**config.mk**
```make
export PLATFORM = sky130hd
export DESIGN_NAME = imem_fetch_unit_flat
export DESIGN_NICKNAME = d
export VERILOG_FILES = /design/src/rtl/imem_fetch_unit_if.sv /design/src/rtl/imem_fetch_unit.sv /design/src/flat_wrapper.sv
export SDC_FILE = /design/constraint.sdc
export NUM_CORES = 1
export LEC_CHECK = 0
export ABC_CLOCK_PERIOD_IN_PS = 11000
export CAP_MARGIN = 25
export CORE_MARGIN = 2
export CORE_UTILIZATION = 35
export CTS_CLUSTER_SIZE = 10
export DETAILED_ROUTE_END_ITERATION = 10
export GPL_ROUTABILITY_DRIVEN = 0
export HOLD_SLACK_MARGIN = 0.12
export PLACE_DENSITY_LB_ADDON = 0.1
export SLEW_MARGIN = 25
export SYNTH_ARGS = -nofsm -noshare
export SYNTH_HDL_FRONTEND = slang
export SYNTH_SLANG_ARGS = --single-unit
export TNS_END_PERCENT = 20
```
**constraint.sdc**
```tcl
create_clock -name clk -period 11 [get_ports clk]
set_clock_uncertainty 0.1 [all_clocks]
set_input_delay 1.1 -clock clk [delete_from_list [all_inputs] [get_ports clk]]
set_output_delay 1.1 -clock clk [all_outputs]
set_load 0.01 [all_outputs]
```
**src/rtl/imem_fetch_unit_if.sv**
```systemverilog
// rtl/imem_fetch_unit_if.sv - request, memory and output signals of the fetch front end
interface imem_fetch_unit_if #(
  parameter int ADDR_W = 10
);
  logic              flush;
  logic              req_valid;
  logic              req_ready;
  logic [63:0]       req_pc;
  logic [ADDR_W-1:0] mem_addr;
  logic              mem_rd_en;
  logic [7:0]        mem_rdata;
  logic              out_valid;
  logic              out_ready;
  logic [0:79]       instruct;
  logic [63:0]       out_pc;
  logic [3:0]        out_len;
  logic              out_mem_err;

  // fetch unit side
  modport slave (
    input  flush, req_valid, req_pc, mem_rdata, out_ready,
    output req_ready, mem_addr, mem_rd_en, out_valid, instruct, out_pc, out_len, out_mem_err
  );

  // environment side: requester, instruction memory and fetch stage
  modport master (
    output flush, req_valid, req_pc, mem_rdata, out_ready,
    input  req_ready, mem_addr, mem_rd_en, out_valid, instruct, out_pc, out_len, out_mem_err
  );
endinterface

```
**src/rtl/imem_fetch_unit.sv**
```systemverilog
// rtl/imem_fetch_unit.sv - byte-serial instruction fetch that packs bytes into the 80-bit instruct word
module imem_fetch_unit #(
  parameter int MEM_BYTES = 1024,
  parameter int ADDR_W    = 10
) (
  input  logic             clk,
  input  logic             rst_n,
  imem_fetch_unit_if.slave bus
);

  typedef enum logic [1:0] {IDLE, READ, DONE} state_t;

  state_t      r_state;
  logic [63:0] r_pc;
  logic [3:0]  r_issue_cnt;
  logic [3:0]  r_cap_cnt;
  logic [3:0]  r_len;
  logic [3:0]  r_out_len;
  logic [0:79] r_instruct;
  logic        r_out_valid;
  logic        r_out_mem_err;

  logic [63:0] w_sum;
  logic [63:0] w_wrap;
  logic [3:0]  w_len0;
  logic        w_span_err;
  logic [6:0]  w_off;

  // instruction length in bytes from the icode nibble; C-F fall through as 1 byte
  function automatic logic [3:0] len_of(input logic [3:0] icode);
    case (icode)
      4'h2, 4'h6, 4'hA, 4'hB: len_of = 4'd2;
      4'h3, 4'h4, 4'h5:       len_of = 4'd10;
      4'h7, 4'h8:             len_of = 4'd9;
      default:                len_of = 4'd1;
    endcase
  endfunction

  assign w_len0     = len_of(bus.mem_rdata[7:4]);
  assign w_span_err = (r_pc + 64'(w_len0)) > 64'(MEM_BYTES);

  // pc is in range while reading, so one conditional subtract is enough to wrap
  assign w_sum  = r_pc + 64'(r_issue_cnt);
  assign w_wrap = (w_sum >= 64'(MEM_BYTES)) ? (w_sum - 64'(MEM_BYTES)) : w_sum;

  // bit offset in instruct for captured byte k>0; constants are little-endian in memory
  always_comb begin
    w_off = 7'd8;
    if (r_len == 4'd10 && r_cap_cnt != 4'd1) begin
      w_off = 7'd88 - {r_cap_cnt, 3'b000};
    end else if (r_len == 4'd9) begin
      w_off = 7'd72 - {r_cap_cnt, 3'b000};
    end
  end

  assign bus.req_ready   = (r_state == IDLE) && !bus.flush;
  assign bus.mem_rd_en   = (r_state == READ);
  assign bus.mem_addr    = (r_state == READ) ? ADDR_W'(w_wrap) : '0;
  assign bus.out_valid   = r_out_valid;
  assign bus.instruct    = r_instruct;
  assign bus.out_pc      = r_pc;
  assign bus.out_len     = r_out_len;
  assign bus.out_mem_err = r_out_mem_err;

  // fetch sequencer: accept, issue/capture bytes, then hold the result until taken
  always_ff @(posedge clk) begin
    if (!rst_n) begin
      r_state       <= IDLE;
      r_pc          <= '0;
      r_issue_cnt   <= '0;
      r_cap_cnt     <= '0;
      r_len         <= '0;
      r_out_len     <= '0;
      r_instruct    <= '0;
      r_out_valid   <= 1'b0;
      r_out_mem_err <= 1'b0;
    end else if (bus.flush) begin
      r_state       <= IDLE;
      r_out_valid   <= 1'b0;
      r_out_mem_err <= 1'b0;
    end else begin
      case (r_state)
        IDLE: begin
          if (bus.req_valid) begin
            r_pc        <= bus.req_pc;
            r_instruct  <= '0;
            r_out_len   <= '0;
            r_issue_cnt <= '0;
            r_cap_cnt   <= '0;
            r_len       <= '0;
            if (bus.req_pc > 64'(MEM_BYTES - 1)) begin
              r_state       <= DONE;
              r_out_valid   <= 1'b1;
              r_out_mem_err <= 1'b1;
            end else begin
              r_state       <= READ;
              r_out_mem_err <= 1'b0;
            end
          end
        end
        READ: begin
          r_issue_cnt <= r_issue_cnt + 4'd1;
          if (r_issue_cnt != 4'd0) begin
            r_cap_cnt <= r_cap_cnt + 4'd1;
            if (r_cap_cnt == 4'd0) begin
              r_len <= w_len0;
              if (w_span_err) begin
                r_state       <= DONE;
                r_out_valid   <= 1'b1;
                r_out_mem_err <= 1'b1;
                r_out_len     <= '0;
              end else begin
                r_instruct[0:7] <= bus.mem_rdata;
                if (w_len0 == 4'd1) begin
                  r_state     <= DONE;
                  r_out_valid <= 1'b1;
                  r_out_len   <= 4'd1;
                end
              end
            end else begin
              r_instruct[w_off +: 8] <= bus.mem_rdata;
              if (r_cap_cnt == r_len - 4'd1) begin
                r_state     <= DONE;
                r_out_valid <= 1'b1;
                r_out_len   <= r_len;
              end
            end
          end
        end
        DONE: begin
          if (bus.out_ready) begin
            r_state     <= IDLE;
            r_out_valid <= 1'b0;
          end
        end
        default: r_state <= IDLE;
      endcase
    end
  end

endmodule

```
**src/flat_wrapper.sv**
```systemverilog
// flat-port wrapper written by rule: the top's interface ports become plain ports
module imem_fetch_unit_flat 
#(
  parameter int MEM_BYTES = 1024,
  parameter int ADDR_W    = 10
)
  (clk, rst_n, bus_flush, bus_req_valid, bus_req_pc, bus_mem_rdata, bus_out_ready, bus_req_ready, bus_mem_addr, bus_mem_rd_en, bus_out_valid, bus_instruct, bus_out_pc, bus_out_len, bus_out_mem_err);
  imem_fetch_unit_if #(.ADDR_W(ADDR_W)) bus_i ();
  input  logic clk;
  input  logic rst_n;
  input wire logic [$bits(bus_i.flush)-1:0] bus_flush;
  input wire logic [$bits(bus_i.req_valid)-1:0] bus_req_valid;
  input wire logic [$bits(bus_i.req_pc)-1:0] bus_req_pc;
  input wire logic [$bits(bus_i.mem_rdata)-1:0] bus_mem_rdata;
  input wire logic [$bits(bus_i.out_ready)-1:0] bus_out_ready;
  output wire logic [$bits(bus_i.req_ready)-1:0] bus_req_ready;
  output wire logic [$bits(bus_i.mem_addr)-1:0] bus_mem_addr;
  output wire logic [$bits(bus_i.mem_rd_en)-1:0] bus_mem_rd_en;
  output wire logic [$bits(bus_i.out_valid)-1:0] bus_out_valid;
  output wire logic [$bits(bus_i.instruct)-1:0] bus_instruct;
  output wire logic [$bits(bus_i.out_pc)-1:0] bus_out_pc;
  output wire logic [$bits(bus_i.out_len)-1:0] bus_out_len;
  output wire logic [$bits(bus_i.out_mem_err)-1:0] bus_out_mem_err;
  assign bus_i.flush = bus_flush;
  assign bus_i.req_valid = bus_req_valid;
  assign bus_i.req_pc = bus_req_pc;
  assign bus_i.mem_rdata = bus_mem_rdata;
  assign bus_i.out_ready = bus_out_ready;
  assign bus_req_ready = bus_i.req_ready;
  assign bus_mem_addr = bus_i.mem_addr;
  assign bus_mem_rd_en = bus_i.mem_rd_en;
  assign bus_out_valid = bus_i.out_valid;
  assign bus_instruct = bus_i.instruct;
  assign bus_out_pc = bus_i.out_pc;
  assign bus_out_len = bus_i.out_len;
  assign bus_out_mem_err = bus_i.out_mem_err;
  imem_fetch_unit #(.MEM_BYTES(MEM_BYTES), .ADDR_W(ADDR_W)) u_core (.clk(clk), .rst_n(rst_n), .bus(bus_i));
endmodule
```
==> flow_metrics.py <==
metrics = {
    "placed_design": {
        "place.port_buffers": 237,
        "dpl.hpwl_mm": 23.0,
        "place_ws_ns": 4.49,
    },
    "global_routing": {
        "globalRouteOverflowTotal": 0,
        "grt_use_met1": 0.282,
        "met2_usage": 0.403,
        "grt_use_total": 0.232,
        "global_route_wire_length_before_repair_mm": 48.7,
        "first_global_vias": 8644,
        "grt_util_met3": 0.0526,
        "number_of_antenna_violations_at_the_first_check_in_global_routing": 0,
        "grt_max_degree": 120,
        "globalRoute.busiestLayer": "met2",
    },
    "sta": {
        "hold_viol_final": 0,
        "post_layout_minimum_cycle_time_ns": 6.15,
        "maxClockFrequency_mhz": 163,
        "worst-slew-pin-transition_ns": 0.968,
        "slew_violations": 0,
        "rsz0062_at_grt": "false",
        "setup_viol": 0,
        "max-slew-margin-rel": 0.350,
        "setup_ws_ns": 4.85,
        "tns_ns": 0,
        "min_period_over_period": 0.559,
    },
    "yosys": {
        "syn-mean-instance-area_um2": 8.08,
        "synth-main-ff-cell": "sky130_fd_sc_hd__dfxtp_1",
        "syn-num-nets": 1196,
        "synth-seq-cells": 162,
        "cell_area_after_synthesis_um2": 8880,
        "synth_cell_types": 73,
        "synth-warning-count": 0,
        "yosys.area.top_type": "sky130_fd_sc_hd__dfxtp_1",
        "yosys-top-cells-area": "sky130_fd_sc_hd__dfxtp_1 37%, sky130_fd_sc_hd__nand2_1 9.1%, sky130_fd_sc_hd__a21boi_0 5.7%",
        "synth_edf_count": 0,
        "synth_seq_area_share": 0.365,
        "synth_top_cell_area_share": 0.365,
        "ys_async_sr_fraction": 0,
        "netlist_instances": 1099,
    },
    "outcome": {
        "status": "completed",
    },
    "cells_and_area": {
        "diodes": 0,
        "final.fill_count": 2460,
        "areaGrowthSynthToFinish_pct": 35.4,
        "post_route_cells_drive_above_1_share": 0.0553,
        "multi_input_comb_area_um2": 5290,
        "ff_latch_area_um2": 3240,
        "final_nets": 1386,
    },
    "clock_tree": {
        "cts-buffers-inserted": 17,
        "buffers_inserted_during_post_cts_setup_optimization": 0,
        "cts_hold_repair.buffers": 0,
        "cts_sinks": 162,
        "h-tree-depth": 4,
        "clkLatencyLatePin_ns": 0.44,
        "clock_slew_at_the_register_clock_pins_of_the_worst_setup_and_hold_paths_ns": 0.08,
        "post_cts.resized_instances": 0,
        "cts-root-to-sink-buffers": 2,
        "clock_tree_from_tritoncts": "done",
        "ctsRootBufferMaster": "sky130_fd_sc_hd__clkbuf_16",
    },
    "critical_path": {
        "rr_worst_depth": 12,
        "cp.arrival_ns": 6.42,
        "critical_path_class": "in2reg",
        "critical_path_required_ns": 11.27,
        "critPathCaptureType": "flop",
        "crit_fanout": 14,
        "startpoint_type": "primary input",
    },
    "routing": {
        "route.detailed.drc": 0,
        "drt_wl_total_mm": 31.4,
        "ratio_of_routed_vias_to_standard_cells": 5.45,
        "final_antenna_net_count": 0,
        "detailedRoute.firstIterationViolations": 598,
        "drt-pass1-iter-count": 7,
        "wire_per_inst_um": 19.3,
        "routed-via-count": 8888,
    },
    "hold_path": {
        "min_path_type": "reg2reg",
        "hold_path_depth": 2,
    },
    "floorplan": {
        "chipWidth_um": 163,
        "fp.coreArea_um2": 25000,
        "height_of_the_chip_um": 163,
        "fp.dieArea_um2": 26700,
        "floorplan.io_pins": 239,
        "initial_utilization": 0.355,
        "floorplan.rows": 58,
    },
    "pwr": {
        "cellPowerDensity_nw_per_um2": 116,
        "ir_worst_vdd_v": 0.0000875,
        "total_leakage_power_uw": 0.00398,
    },
    "job": {
        "timing.max_cap.violations": 0,
    },
}
[power breakdown]
part | switching, uW | internal (uW)
sequential | 29.6 | 598
combinational | 84.2 | 81.7
clock | 294 | 311
total | 408 | 991
[synth_stat cells (5+ instances only)]
cell,number
sky130_fd_sc_hd__a22oi_1,45
sky130_fd_sc_hd__a31oi_1,7
sky130_fd_sc_hd__buf_1,6
sky130_fd_sc_hd__a32oi_1,24
sky130_fd_sc_hd__nand2_1,216
sky130_fd_sc_hd__a211o_1,7
sky130_fd_sc_hd__nand3_1,34
sky130_fd_sc_hd__nor3_1,20
sky130_fd_sc_hd__and3_1,11
sky130_fd_sc_hd__nor2_1,48
sky130_fd_sc_hd__nor2b_1,71
sky130_fd_sc_hd__o21ai_0,30
sky130_fd_sc_hd__or3_1,16
sky130_fd_sc_hd__nand2b_1,5
sky130_fd_sc_hd__a21boi_0,68
sky130_fd_sc_hd__a21oi_1,20
sky130_fd_sc_hd__o31ai_1,9
sky130_fd_sc_hd__nand4_1,32
sky130_fd_sc_hd__clkbuf_1,54
sky130_fd_sc_hd__nor4_1,26
sky130_fd_sc_hd__xor2_1,17
sky130_fd_sc_hd__dfxtp_1,162
sky130_fd_sc_hd__mux2i_1,18
sky130_fd_sc_hd__xnor2_1,22
sky130_fd_sc_hd__and2_1,10
sky130_fd_sc_hd__ha_1,18
sky130_fd_sc_hd__or2_2,8
sky130_fd_sc_hd__inv_1,19
[path summary, 6_finish.rpt]
path	from	to	slack, ns
worst min register to register	u_core.bus.instruct[1]	u_core.bus.instruct[1]	0.36
worst max register to register	u_core.bus.out_pc[0]	u_core.bus.instruct[4]	6.74
worst min-delay path	u_core.bus.instruct[1]	u_core.bus.instruct[1]	0.36
worst max-delay path	bus_mem_rdata[5]	u_core.bus.instruct[4]	4.85
[layer usage]
metal	part of all wire	vias to the layer above
met3	0.067	69
met5	0	-
met1	0.42	4179
met2	0.49	345
li1	-	4295
met4	0.028	0
[kinds of logic after synthesis]
logic type / share of synthesized area
AO/OA/AOI/OAI: 0.193
XOR/XNOR: 0.0384
adder cells (fa/ha/maj): 0.0299
buffers and inverters: 0.0401
flip-flops: 0.365
multiplexers: 0.0228
other: 0.000422
AND/OR/NAND/NOR: 0.311
[final cells by class]
| cell class | instances | area share |
|---|---|---|
| Inverter | 19 | 0.00593 |
| Clock inverter | 14 | 0.0137 |
| Sequential cell | 162 | 0.270 |
| Tap cell | 330 | 0.0343 |
| Multi-Input combinational cell | 848 | 0.440 |
| Timing Repair Buffer | 241 | 0.200 |
| Clock buffer | 18 | 0.0365 |
[cell usage in the layout, fill, tap and decap left out, types with 11 or more instances in the layout]
| cell | instances |
|---|---|
| sky130_fd_sc_hd__dfxtp_1 | 162 |
| sky130_fd_sc_hd__mux2i_1 | 18 |
| sky130_fd_sc_hd__nor2_1 | 47 |
| sky130_fd_sc_hd__xor2_1 | 17 |
| sky130_fd_sc_hd__nand4_1 | 32 |
| sky130_fd_sc_hd__or3_1 | 16 |
| sky130_fd_sc_hd__a32oi_1 | 24 |
| sky130_fd_sc_hd__nor4_1 | 26 |
| sky130_fd_sc_hd__ha_1 | 18 |
| sky130_fd_sc_hd__nor3_1 | 20 |
| sky130_fd_sc_hd__clkbuf_16 | 17 |
| sky130_fd_sc_hd__inv_1 | 19 |
| sky130_fd_sc_hd__nand2_1 | 215 |
| sky130_fd_sc_hd__and3_1 | 11 |
| sky130_fd_sc_hd__nand3_1 | 34 |
| sky130_fd_sc_hd__a21oi_1 | 20 |
| sky130_fd_sc_hd__a22oi_1 | 45 |
| sky130_fd_sc_hd__nor2b_1 | 71 |
| sky130_fd_sc_hd__a21boi_0 | 68 |
| sky130_fd_sc_hd__xnor2_1 | 22 |
| sky130_fd_sc_hd__clkdlybuf4s50_1 | 236 |
| sky130_fd_sc_hd__o21ai_0 | 30 |
[through the flow]
| step | cell area [um^2] | util | total power, uW | std cells | hold WS, ns |
|---|---|---|---|---|---|
| finish | 12000 | 0.480 | 1400 | 1632 | 0.365 |
| global route | 12000 | 0.480 | 1450 | 1632 | 0.381 |
| CTS | 12000 | 0.480 | 1410 | 1632 | 0.369 |
| detailed placement | 11400 | 0.456 | 807 | 1600 | 0.355 |
| global placement | 11400 | 0.456 | 807 | 1600 | 0.344 |
| floorplan | 8880 | - | 719 | 1099 | 0.379 |
[critical path: stages]
cell and delay (ns):
sky130_fd_sc_hd__clkdlybuf4s50_1 0.77, sky130_fd_sc_hd__or4b_2 0.77, sky130_fd_sc_hd__o21ai_0 0.20, sky130_fd_sc_hd__ha_1 0.30, sky130_fd_sc_hd__a21oi_1 0.09, sky130_fd_sc_hd__nand4b_1 0.61
sky130_fd_sc_hd__nor3_1 0.87, sky130_fd_sc_hd__nand4_1 0.16, sky130_fd_sc_hd__a22oi_1 0.19, sky130_fd_sc_hd__nand3_1 0.14, sky130_fd_sc_hd__nor4_4 0.38, sky130_fd_sc_hd__nand4_2 0.21
sky130_fd_sc_hd__o22ai_4 0.36, sky130_fd_sc_hd__mux2i_1 0.25
[sequential cells by signal (all words and copies together) (netlist names)]
name and flops:
u_core.r_issue_cnt 4, u_core.bus.instruct 80, u_core.bus.out_mem_err 1, u_core.r_len 3, u_core.bus.out_len 3, u_core.r_cap_cnt 4, u_core.r_state 2, u_core.bus.out_valid 1
u_core.bus.out_pc 64
Power figures use the tool's default switching activity.
